===== src/rtl/core_debug_ctrl.sv =====
// core_debug_ctrl
//   Run-control unit for the rv32i core. It decodes keyed logic-analyser
//   commands into the following actions:
//     - run / halt
//     - N-instruction single-step
//     - timed soft reset
//     - NUM_BP PC breakpoints
//   It drives the core's combined stall and soft reset.
//
// Ports
//   clk          core clock (after the clock-select mux)
//   reset        asynchronous active-high reset
//   la_data_in   LA command word: [31] go, [30:28] opcode, [27:0] argument
//   la_oenb      LA output-enable bar; a command is qualified only when it equals OENB_KEY
//   ext_stall_i  external io stall
//   mem_stall_i  memory controller stall
//   pc_i         current fetch PC from the core
//   stall_o      stall to the core
//   soft_reset_o soft reset to the core and the memory controller
//   halted_o     high while halted
//   status_o     {step_cnt, hit_idx, skip, bp_hit, state}, zero-padded to 32 bits
module core_debug_ctrl #(
    parameter int          XLEN       = 32,
    parameter int          NUM_BP     = 2,
    parameter int          STEP_W     = 8,
    parameter int          RST_CYCLES = 4,
    parameter logic [31:0] OENB_KEY   = 32'hFFFFFFF0
) (
    input  logic            clk,
    input  logic            reset,
    input  logic [31:0]     la_data_in,
    input  logic [31:0]     la_oenb,
    input  logic            ext_stall_i,
    input  logic            mem_stall_i,
    input  logic [XLEN-1:0] pc_i,
    output logic            stall_o,
    output logic            soft_reset_o,
    output logic            halted_o,
    output logic [31:0]     status_o
);

    localparam int RC_W = (RST_CYCLES < 2) ? 1 : $clog2(RST_CYCLES + 1);

    localparam logic [2:0] OP_RUN   = 3'd0;
    localparam logic [2:0] OP_HALT  = 3'd1;
    localparam logic [2:0] OP_STEP  = 3'd2;
    localparam logic [2:0] OP_SETBP = 3'd4;
    localparam logic [2:0] OP_CLRBP = 3'd5;

    typedef enum logic [1:0] {
        ST_RUN   = 2'd0,
        ST_HALT  = 2'd1,
        ST_STEP  = 2'd2,
        ST_RESET = 2'd3
    } state_t;

    state_t              state;
    logic                go_q;
    logic [NUM_BP-1:0]   bp_en;
    logic [XLEN-1:0]     bp_addr [NUM_BP];
    logic [STEP_W-1:0]   step_cnt;
    logic [RC_W-1:0]     rst_cnt;
    logic                post_halt;
    logic                bp_hit;
    logic                skip;
    logic [3:0]          hit_idx;

    logic [2:0]          op;
    logic [27:0]         arg;
    logic [3:0]          bp_idx;
    logic                cmd_v;
    logic [NUM_BP-1:0]   bp_vec;
    logic                bp_match;
    logic [3:0]          hit_idx_c;
    logic                running;
    logic                hit;
    logic                adv;
    logic                unused_bits;

    assign op     = la_data_in[30:28];
    assign arg    = la_data_in[27:0];
    assign bp_idx = arg[27:24];

    // Only the rising edge of the go bit counts, so a held go bit runs once.
    assign cmd_v = la_data_in[31] & ~go_q & (la_oenb == OENB_KEY);

    // Bits 23:22 of the argument carry nothing for any opcode.
    assign unused_bits = ^la_data_in[23:22];

    always_comb begin
        hit_idx_c = 4'd0;
        for (int i = 0; i < NUM_BP; i++) begin
            bp_vec[i] = bp_en[i] & (bp_addr[i] == pc_i);
        end
        // Walk downwards so the lowest matching comparator wins.
        for (int i = NUM_BP - 1; i >= 0; i--) begin
            if (bp_vec[i]) begin
                hit_idx_c = 4'(i);
            end
        end
    end

    // skip masks the comparators for the first retire after a resume,
    // letting the core step off the breakpointed PC.
    assign bp_match = (|bp_vec) & ~skip;
    assign running  = (state == ST_RUN) | (state == ST_STEP);
    assign hit      = running & bp_match;
    assign adv      = running & ~ext_stall_i & ~mem_stall_i & ~bp_match;

    always_ff @(posedge clk or posedge reset) begin
        if (reset) begin
            state     <= ST_RUN;
            go_q      <= 1'b0;
            bp_en     <= '0;
            step_cnt  <= '0;
            rst_cnt   <= '0;
            post_halt <= 1'b0;
            bp_hit    <= 1'b0;
            skip      <= 1'b0;
            hit_idx   <= 4'd0;
            for (int i = 0; i < NUM_BP; i++) begin
                bp_addr[i] <= '0;
            end
        end else begin
            go_q <= la_data_in[31];
            if (state == ST_RESET) begin
                // Only a fresh SRST is heard while the soft reset is running.
                if (cmd_v && (op == 3'd3)) begin
                    rst_cnt   <= RC_W'(RST_CYCLES);
                    post_halt <= arg[0];
                    bp_hit    <= 1'b0;
                end else begin
                    rst_cnt <= rst_cnt - RC_W'(1);
                    if (rst_cnt == RC_W'(1)) begin
                        state <= post_halt ? ST_HALT : ST_RUN;
                    end
                end
            end else if (cmd_v && !op[2]) begin
                // State-changing commands take precedence over a breakpoint
                // halt or step expiry on the same edge. Resuming on the hit
                // cycle counts as resuming from HALT.
                bp_hit <= 1'b0;
                if (((op == OP_RUN) || (op == OP_STEP)) && ((state == ST_HALT) || hit)) begin
                    skip <= 1'b1;
                end else if (adv) begin
                    skip <= 1'b0;
                end
                case (op)
                    OP_RUN:  state <= ST_RUN;
                    OP_HALT: state <= ST_HALT;
                    OP_STEP: begin
                        step_cnt <= arg[STEP_W-1:0];
                        state    <= (arg[STEP_W-1:0] == '0) ? ST_HALT : ST_STEP;
                    end
                    default: begin
                        rst_cnt   <= RC_W'(RST_CYCLES);
                        post_halt <= arg[0];
                        state     <= ST_RESET;
                    end
                endcase
            end else begin
                // Breakpoint table commands and no-ops leave the state alone;
                // an accepted command still suppresses a same-edge breakpoint
                // halt (the core stays stalled on that PC, so it re-hits).
                if (cmd_v) begin
                    bp_hit <= 1'b0;
                    for (int i = 0; i < NUM_BP; i++) begin
                        if (bp_idx == 4'(i)) begin
                            if (op == OP_SETBP) begin
                                bp_en[i]   <= 1'b1;
                                bp_addr[i] <= XLEN'({arg[21:0], 2'b00});
                            end else if (op == OP_CLRBP) begin
                                bp_en[i] <= 1'b0;
                            end
                        end
                    end
                end else if (hit) begin
                    state   <= ST_HALT;
                    bp_hit  <= 1'b1;
                    hit_idx <= hit_idx_c;
                end
                if (adv) begin
                    skip <= 1'b0;
                    if (state == ST_STEP) begin
                        step_cnt <= step_cnt - STEP_W'(1);
                        if (step_cnt == STEP_W'(1)) begin
                            state <= ST_HALT;
                        end
                    end
                end
            end
        end
    end

    assign stall_o      = ext_stall_i | mem_stall_i | (state == ST_HALT) |
                          (state == ST_RESET) | bp_match;
    assign soft_reset_o = (state == ST_RESET);
    assign halted_o     = (state == ST_HALT);

    always_comb begin
        status_o              = '0;
        status_o[1:0]         = state;
        status_o[2]           = bp_hit;
        status_o[3]           = skip;
        status_o[7:4]         = hit_idx;
        status_o[8 +: STEP_W] = step_cnt;
    end

endmodule


===== config.mk =====
export PLATFORM = sky130hd
export DESIGN_NAME = core_debug_ctrl
export DESIGN_NICKNAME = d
export VERILOG_FILES = /design/src/rtl/core_debug_ctrl.sv
export SDC_FILE = /design/constraint.sdc
export NUM_CORES = 1
export LEC_CHECK = 0
export BUFFER_PORTS_ARGS = -buffer_cell sky130_fd_sc_hd__clkbuf_2
export CAP_MARGIN = 20
export CORE_MARGIN = 1
export CORE_UTILIZATION = 46
export CTS_CLUSTER_SIZE = 25
export DETAILED_ROUTE_END_ITERATION = 10
export PLACE_DENSITY = 0.88
export SLEW_MARGIN = 20
export SYNTH_ARGS = -nofsm -noshare
export SYNTH_HDL_FRONTEND = slang
export SYNTH_SLANG_ARGS = --single-unit

===== constraint.sdc =====
create_clock -name clk -period 2.04 [get_ports clk]
set_input_delay 0.204 -clock clk [delete_from_list [all_inputs] [get_ports clk]]
set_output_delay 0.204 -clock clk [all_outputs]
set_load 0.05 [all_outputs]

# After elaboration in Yosys (flattened, before gate mapping)
# Cells that the tools add are included.
[classes] add_sub_neg=2 eq_ne=19 mux=36 bitwise_logic=22 reduce_logical=27
[op_table] operator="$eq A24 B32 Y1" count=2
[op_table] operator="$eq A32 B32 Y1 const B" count=1
[op_table] operator="$mux W8" count=4
[op_table] operator="$mux W2" count=10
[op_table] operator="$reduce_and A5 Y1" count=4
[op_table] operator="$mux W1" count=16
[op_table] operator="$mux W3" count=4
[op_table] operator="$and A1 B1 Y1" count=9
[op_table] operator="$eq A8 B1 Y1 const B" count=1
[op_table] operator="$logic_not A8 Y1" count=1
[op_table] operator="$ne A2 B1 Y1 const B" count=4
[op_table] operator="$not A1 Y1" count=8
[op_table] operator="$reduce_and A4 Y1" count=2
[op_table] operator="$reduce_bool A2 Y1" count=4
[op_table] operator="$sub A8 B1 Y8 const B" count=1
[op_table] operator="$eq A3 B1 Y1 const B" count=2
[op_table] operator="$eq A3 B2 Y1 const B" count=2
[op_table] operator="$eq A3 B3 Y1 const B" count=2
[op_table] operator="$pmux W2 S3" count=1
[op_table] operator="$reduce_and A2 Y1" count=3
[op_table] operator="$or A1 B1 Y1" count=5
[op_table] operator="$eq A2 B2 Y1 const B" count=2
[op_table] operator="$eq A4 B1 Y1 const B" count=1
[op_table] operator="$logic_not A4 Y1" count=1
[op_table] operator="13 further kinds" count=16
[totals] ff_bits=67 output_inout_bits=35 wordCells=118

# Logic depth before layout (Yosys ltp)
# Gate-level depths: netlist of run 1.
[logic_depth] depth_word=12 depth_mapped=8 depth_no_buf=7

# Worst setup path after synthesis of run 1
# No wires, ideal clock.
[synth_path] kind="flip-flop to flip-flop" startpoint="register state[0]" endpoint="register step_cnt[1]" arrival_time_ns=2.529 t_required_ns=1.915 slack_ns=-0.614 stages_incl_launch_ff=8 path_cell_list="dfrtp_1 -> clkbuf_1 -> nand2_1 -> clkinv_1 -> nor4b_4 -> a31oi_4 -> nand2_2 -> mux2_4"
[synth_lines] element="start, declared" line="57" text="state_t state;"
[synth_lines] element="start signal, assigned" line="135" text="state <= post_halt ? ST_HALT : ST_RUN;"
[synth_lines] element="start signal, assigned" line="153" text="state <= (arg[STEP_W-1:0] == '0) ? ST_HALT : ST_STEP;"
[synth_lines] element="$eq A2 B2 Y1"
[synth_lines] element="net soft_reset_o" line="37" text="output logic soft_reset_o,"
[synth_lines] element="$not A1 Y1 (no line)"
[synth_lines] element="$reduce_and A4 Y1 (no line)"
[synth_lines] element="end signal, assigned" line="152" text="step_cnt <= arg[STEP_W-1:0];"
[synth_lines] element="end signal, assigned" line="185" text="step_cnt <= step_cnt - STEP_W'(1);"
[synth_lines] element="end, declared" line="61" text="logic [STEP_W-1:0] step_cnt;"
# The timed path passes the listed nets, and every way through them passes these cells.
# A chain may end at the register's enable or synchronous reset.

# Worst setup path in the final report of run 1
[layout_path] startpoint="register bp_addr[19] (netlist name)" endpoint="output stall_o"
[layout_via] elab_chain_cells=5
[layout_lines] element="start, declared" line="60" text="logic [XLEN-1:0] bp_addr [NUM_BP];"
[layout_lines] element="start signal, assigned by index" line="171" text="bp_addr[i] <= XLEN'({arg[21:0], 2'b00});"
[layout_lines] element="$eq A24 B32 Y1" line="93" text="bp_vec[i] = bp_en[i] & (bp_addr[i] == pc_i);"
[layout_lines] element="$and A1 B1 Y1" line="93"
[layout_lines] element="$reduce_or A2 Y1" line="105" text="assign bp_match = (|bp_vec) & ~skip;"
[layout_lines] element="$and A1 B1 Y1" line="105"
[layout_lines] element="$or A1 B1 Y1" line="196" text="(state == ST_RESET) | bp_match;"
[layout_lines] element="end, declared" line="36" text="output logic stall_o,"
# Every way passes these cells.

==> results of run 1 <==
logic make-up (layout without fill, tap and decap cells):
| kind of cell | count (synthesis) | count (layout) | synth area share, % |
|---|---|---|---|
| xor gates and xnor gates | 49 | 49 | 11.1 |
| DFF | 64 | 64 | 41.3 |
| and+or+nand+nor | 119 | 119 | 19.2 |
| other | 1 | 19 | 0.0967 |
| buffers and inverters | 38 | 169 | 6.71 |
| AOI/OAI and AO/OA | 33 | 33 | 6.13 |
| adders and majority gates | 4 | 4 | 1.29 |
| muxes | 49 | 49 | 14.2 |
registers in the layout, indices dropped and copies added (netlist names):
| signal | count |
|---|---|
| step_cnt | 8 |
| bp_hit | 1 |
| go_q | 1 |
| bp_en | 2 |
| skip | 1 |
| state | 2 |
| hit_idx | 1 |
| bp_addr | 44 |
| rst_cnt | 3 |
| post_halt | 1 |
critical path, delay by kind of cell (launching register included):
family | cells | cell delay, ns
and+or+nand+nor | 4 | 0.98
DFF | 1 | 0.43
buffers and inverters | 2 | 0.25
xor gates and xnor gates | 1 | 0.23
AOI/OAI and AO/OA | 1 | 0.15
layout make-up:
type / count / area, sq um
clock buffers: 9 / 124
well taps: 105 / 131
fillers: 554 / 2690
flip-flops and latches: 64 / 1600
repair buffers: 146 / 963
multi-input cells: 273 / 2550
clock inverters: 7 / 78.8
inverters: 7 / 31.3
worst min-delay path by stage:
stage	endpoint	slack, ns	cells after the start
floorplan	go_q	0.24	0
CTS	bp_addr[55]	0.08	2
global route	bp_addr[48]	0.08	2
global placement	rst_cnt[0]	0.22	2
finish	bp_addr[48]	0.09	2
detailed placement	rst_cnt[1]	0.21	2
timing repair:
| item | 4_1_cts | 5_1_grt |
|---|---|---|
| hold endpoints to repair | 17 | 0 |
| setup endpoints to repair | 54 | 56 |
| gates cloned | 0 | 6 |
| pin swaps | 9 | 14 |
| hold buffers | 2 | 0 |
| setup buffers | 2 | 7 |
| gates resized for setup | 22 | 68 |
power by group through the flow:
stage          Combinational [mW]  Clock (mW)  Sequential, mW
3_5_place_dp                0.327           0            1.29
3_3_place_gp                0.320           0            1.29
5_1_grt                     0.398        1.22            1.27
6_report                    0.377        1.16            1.27
2_1_floorplan               0.197           0            1.29
4_1_cts                     0.345        1.15            1.27
layout by cell type, fill, tap and decap left out, types with 6 or more instances in the layout:
| master | count |
|---|---|
| clkbuf_2 | 112 |
| dfrtp_1 | 63 |
| mux2_4 | 44 |
| nand4_1 | 27 |
| nor2_1 | 23 |
| xnor2_2 | 21 |
| conb_1 | 19 |
| buf_4 | 19 |
| xnor2_1 | 16 |
| nand2_1 | 11 |
| nor3_1 | 10 |
| o21ai_0 | 10 |
| clkbuf_8 | 9 |
| xor2_1 | 8 |
| nor4_1 | 6 |
cells in the mapped netlist, types with 2 or more instances:
master     n
or4_1      3
nand2b_1   3
buf_4     21
a221oi_1   4
xnor2_1   37
and4_1     3
inv_1      6
dfrtp_1   64
a21oi_1    5
nor3_1    10
nand2_1   12
mux2i_1    3
o211ai_1   2
nor4b_1    3
nand3b_1   2
ha_1       4
xor2_1    12
nor2_1    23
nand3_1    6
nor4_4     2
o22a_1     2
clkbuf_1   3
o21ai_0   10
mux2_2    45
a22o_1     3
and3_1     4
nand4_1   27
nor4_1     9
buf_6      5
routing by layer:
| metal | vias to the layer above | part of all wire (%) | GRT usage (%) |
|---|---|---|---|
| met5 | - | 0 | 0 |
| met2 | 219 | 51 | 41.5 |
| met3 | 40 | 7.7 | 5.10 |
| li1 | 1554 | - | - |
| met4 | 0 | 3.6 | 10.3 |
| met1 | 1798 | 38 | 30.2 |
==> flow_summary.ini, run 1 <==
[route]
drtIter0Drc = 285
via_count = 3611
wl_mm = 13.0
postRouteAntennaNets = 0
drc = 0
avgRoutedWirePerCell_microns = 21.2
vias_per_cell = 5.91
first_pass_iters = 5

[critical_path]
r2r_slack_ns = -0.42
crit_start = bp_addr[19]
r2r_cells = 10
worstPathRequired_ns = 1.84
endpoint_kind = output pin
cp.arrival_ns = 2.41
crit_chain = xnor2_2 > nand4_1 > nor4_2 > nand4_1 > a21oi_2 > buf_4 > or4_4 > buf_12
max_stage_delay_ns = 0.45
regToRegStartpoint = bp_addr[19]
critPathSlowestCell = nor4_2
start_kind = flop
crit_top_cell = nand4_1
critPathKind = reg -> out
cp-endpoint = stall_o
r2r-end = state[0]
worst-path-max-fanout = 2

[power]
p_sw_share_pct = 29.6
p_int_mw = 1.98
irDropWorstVdd_mv = 0.440
p_leak_nw = 2.62
p_clk_share_pct = 41.4
pwr-share-seq_pct = 45.2
switchingPower_mw = 0.830
p_total_mw = 2.81
combPwrFrac_pct = 13.4
power_density_nw_per_um2 = 512

[timing]
grt_setup_unrepaired = yes
hold_viol_final = 0
setup_slack_ns = -0.572
fmax_mhz = 383
setup_viol = 34
fin_crit_ns = 2.61
drv_slew = 0
whs_ns = 0.0876
fin_crit_sh_pct = 128
fin_worst_skew_ns = 0.0110
fin_tns_setup_ns = -4.36

[die]
io_pins = 135
die_h_microns = 93.8
rows = 33
start_util_pct = 47.5
die_area_sq_um = 8810
die_x_microns = 93.8
coreArea_sq_um = 8180

[synthesis]
synth_top_area_cell = dfrtp_1
synth_edf_count = 0
synth-async-reset-ratio_pct = 100
synth.top_cell.area_share_pct = 41.3
yosysWarnings = 0
synth_area_leaders = dfrtp_1 (41%), mux2_2 (13%), xnor2_1 (8.4%), nand4_1 (4.4%), buf_4 (4.1%)
yosysUniqueCellTypes = 53
yosysSeqAreaShare_pct = 41.3
syn-cell-area_sq_um = 3880
avgSynthCellArea_sq_um = 10.9
synth_seq_cells = 64
syn_inst = 357
synth_flop_cell = dfrtp_1

[placement]
dpl.cell_count = 579
place.gp.congestion = 0.913
io_buffers = 113
dpl_cell_area_sq_um = 4590
dp_hpwl_mm = 7.80
place_ws_ns = -0.329

[clocking]
cts_tree = yes
h-tree-depth = 3
cts_buffer_depth = 2
cts_buffers = 9
root_buffer = clkbuf_8
cts_sinks = 64
clock_latency_ns = 0.37
clk_pin_slew_ns = 0.09

[min_path]
holdCritStartpoint = la_data_in[14]
hold_path_class = in -> reg

[finish]
final_util_pct = 67.0
final_area_sq_um = 5480
diodes = 0
syn_to_final_growth_pct = 41.3
layout.nets = 605
layout.cells.non_filler = 611
drive_gt1_share_pct = 51.4

[run_status]
status = finished, violations left
violations = negative setup slack

[global_route]
grt-ovfl-total = 0
grt_util_all_layers_pct = 24.5
grt_max_degree = 29
antenna_found_initial = 0
grt_pass1_wl_mm = 16.3
grt_pass1_vias = 3357

[flow_run]
drv_cap = 0
(Power assumes the default switching activity.)
==> run 2: changes to the inputs <==
--- a/config.mk
+++ b/config.mk
@@ -7,11 +7,14 @@
 export LEC_CHECK = 0
 export BUFFER_PORTS_ARGS = -buffer_cell sky130_fd_sc_hd__clkbuf_2
 export CAP_MARGIN = 20
+export CELL_PAD_IN_SITES_DETAIL_PLACEMENT = 1
+export CELL_PAD_IN_SITES_GLOBAL_PLACEMENT = 2
 export CORE_MARGIN = 1
-export CORE_UTILIZATION = 46
+export CORE_UTILIZATION = 28
 export CTS_CLUSTER_SIZE = 25
 export DETAILED_ROUTE_END_ITERATION = 10
 export PLACE_DENSITY = 0.88
+export SETUP_SLACK_MARGIN = 0.5
 export SLEW_MARGIN = 20
 export SYNTH_ARGS = -nofsm -noshare
 export SYNTH_HDL_FRONTEND = slang
==> constraint.sdc (replaced) <==
create_clock -name clk -period 2.04 [get_ports clk]
set_input_delay 0.204 -clock clk [delete_from_list [all_inputs] [get_ports clk]]
set_output_delay 0.204 -clock clk [all_outputs]
set_load 0.1 [all_outputs]
==> run 2 against run 1 <==
Effect of this change:
- the run still ends with negative setup slack left
- hold slack got worse by 0.061 ns
- clock power rose by 46%
- clock-buffer cell count rose by 4
- global-route usage fell by 2.5 points
- design area rose by 13%
- via count rose by 4.1%
- critical path type unchanged
- largest cell class unchanged
==> flow_summary.ini, run 2 (same netlist as run 1, synthesis figures left out) <==
[critical_path]
critPathSlowestCell = dfrtp_1
start_kind = flop
endpoint_kind = output pin
critPathKind = reg -> out
crit_chain = xnor2_1 > nand4_1 > nor4_1 > nand3_2 > a21oi_4 > or4_4 > buf_12
max_stage_delay_ns = 0.41
worst-path-max-fanout = 2
crit_buf_inv = 1
cp.arrival_ns = 2.38
crit_family = simple AND/OR/NAND/NOR gates
worstPathRequired_ns = 1.84

[min_path]
hold_path_class = in -> reg

[global_route]
met2_usage_pct = 37.2
antenna_found_initial = 0
grt_util_all_layers_pct = 22.0
grt_pass1_vias = 4148
grtUsageMet1_pct = 26.0
grt-ovfl-total = 0
busiest_layer = met2
grtUsageMet3_pct = 4.23
grt_max_degree = 39
grt_pass1_wl_mm = 23.7

[clocking]
cts_buffer_depth = 2
h-tree-depth = 3
clk_pin_slew_ns = 0.06
clock_latency_ns = 0.34
cts_buffers = 9
cts_tree = yes
cts_sinks = 64
root_buffer = clkbuf_16

[flow_run]
drv_cap = 0

[finish]
drive_gt1_share_pct = 57.1
largest_reg_flops = 44
final_cell_mix = clkbuf_2 (107), dfrtp_1 (60), mux2_4 (46)
layout.cells.most_common = clkbuf_2
final_util_pct = 46.3
top_register = bp_addr
layout.nets = 642
diodes = 0
largestRegisters = bp_addr x44, step_cnt x8, rst_cnt x3
syn_to_final_growth_pct = 59.8

[power]
pwr-share-seq_pct = 36.8
irDropWorstVdd_mv = 0.363
p_leak_nw = 2.96
p_int_mw = 2.53
p_sw_share_pct = 26.8
power_density_nw_per_um2 = 557
p_clk_share_pct = 49.0
combPwrFrac_pct = 14.2
p_total_mw = 3.45
switchingPower_mw = 0.927

[die]
start_util_pct = 29.0
die_area_sq_um = 14300
rows = 42
die_x_microns = 120
die_h_microns = 120
coreArea_sq_um = 13400
io_pins = 135

[timing]
setup_viol = 58
drv_slew = 0
slew_headroom_pct = 56.4
grt_setup_unrepaired = yes
fin_crit_sh_pct = 127
fin_worst_skew_ns = 0.00880
fmax_mhz = 386
max_slew.worst_pin.slew_ns = 0.652
hold_viol_final = 0
fin_crit_ns = 2.59
setup_slack_ns = -0.549

[route]
postRouteAntennaNets = 0
vias_per_cell = 5.23
wl_mm = 16.2
drtIter0Drc = 170
drc = 0
avgRoutedWirePerCell_microns = 22.5
first_pass_iters = 4
via_count = 3758

[placement]
dp_hpwl_mm = 9.41
place.gp.congestion = 0.831
io_buffers = 113

[run_status]
violations = negative setup slack
status = finished, violations left
[run 2: cell types whose count changed in the layout (fill, tap and decap cells not counted), sizes merged]
cell	change
inv	-4
dlygate4sd3	-1
buf	+41
clkinvlp	-2
bufinv	+1
clkbuf	+1
clkinv	+1
[run 2: worst reg2reg max path, cell delays in order (launching register included)]
cell and delay (ns):
dfrtp_1 0.41, xnor2_1 0.35, nand4_1 0.19, nor4_1 0.38
nand3_2 0.20, a21oi_4 0.19, buf_4 0.13, buf_4 0.11
buf_6 0.12, mux2i_4 0.22, o211ai_1 0.11
[run 2: path summary, 6_finish.rpt]
path	from	endpoint	slack, ns	cells after the start
worst max-delay path	bp_addr[48]	stall_o	-0.55	7
worst min-delay path	la_data_in[31]	go_q	0.03	1
worst max register to register	bp_addr[48]	state[1]	-0.53	10
worst min register to register	bp_hit	bp_hit	0.52	1
max in group asynchronous	reset	state[1]	0.91	4
min in group asynchronous	reset	bp_addr[16]	0.50	3
[run 2: layout make-up]
cell class,instances,area (sq um)
fillers,1452,7200
multi-input cells,273,2650
flip-flops and latches,64,1610
repair buffers,183,1370
clock buffers,13,250
well taps,176,220
clock inverters,3,65.1
inverters,7,42.5
[run 2: stage by stage]
step | hold slack [ns] | worst slack [ns] | setup TNS, ns | cells | instance area, sq um
floorplan | 0.235 | -0.0769 | -2.39 | 375 | 4100
global placement | 0.300 | -0.234 | -10.43 | 667 | 4940
detailed placement | 0.324 | -0.285 | -12.41 | 667 | 4940
CTS | 0.0260 | -0.301 | -5.11 | 714 | 6070
global route | 0.0279 | -0.588 | -14.45 | 719 | 6200
finish | 0.0266 | -0.549 | -9.24 | 719 | 6200
[run 2: power groups by stage]
| stage | clock network [mW] | registers (mW) | logic (mW) |
|---|---|---|---|
| after global routing | 1.76 | 1.27 | 0.512 |
| after CTS | 1.68 | 1.27 | 0.470 |
| after detailed placement | 0 | 1.29 | 0.436 |
| final | 1.69 | 1.27 | 0.489 |
| after floorplan | 0 | 1.29 | 0.278 |
| after global placement | 0 | 1.29 | 0.425 |
[run 2: layer usage]
layer	part of all wire, %	up-vias
met3	5.5	56
met1	40	1906
li1	-	1635
met4	3.7	0
met5	0	-
met2	51	161
[run 2: repair_timing]
action / in CTS / in global routing
cloned: 5 / 1
setup endpoints to repair: 69 / 65
buffers inserted: 25 / 4
resized for setup: 95 / 15
hold buffers: 1 / 0
pin swaps: 26 / 10
endpoints found under the hold margin: 26 / 0
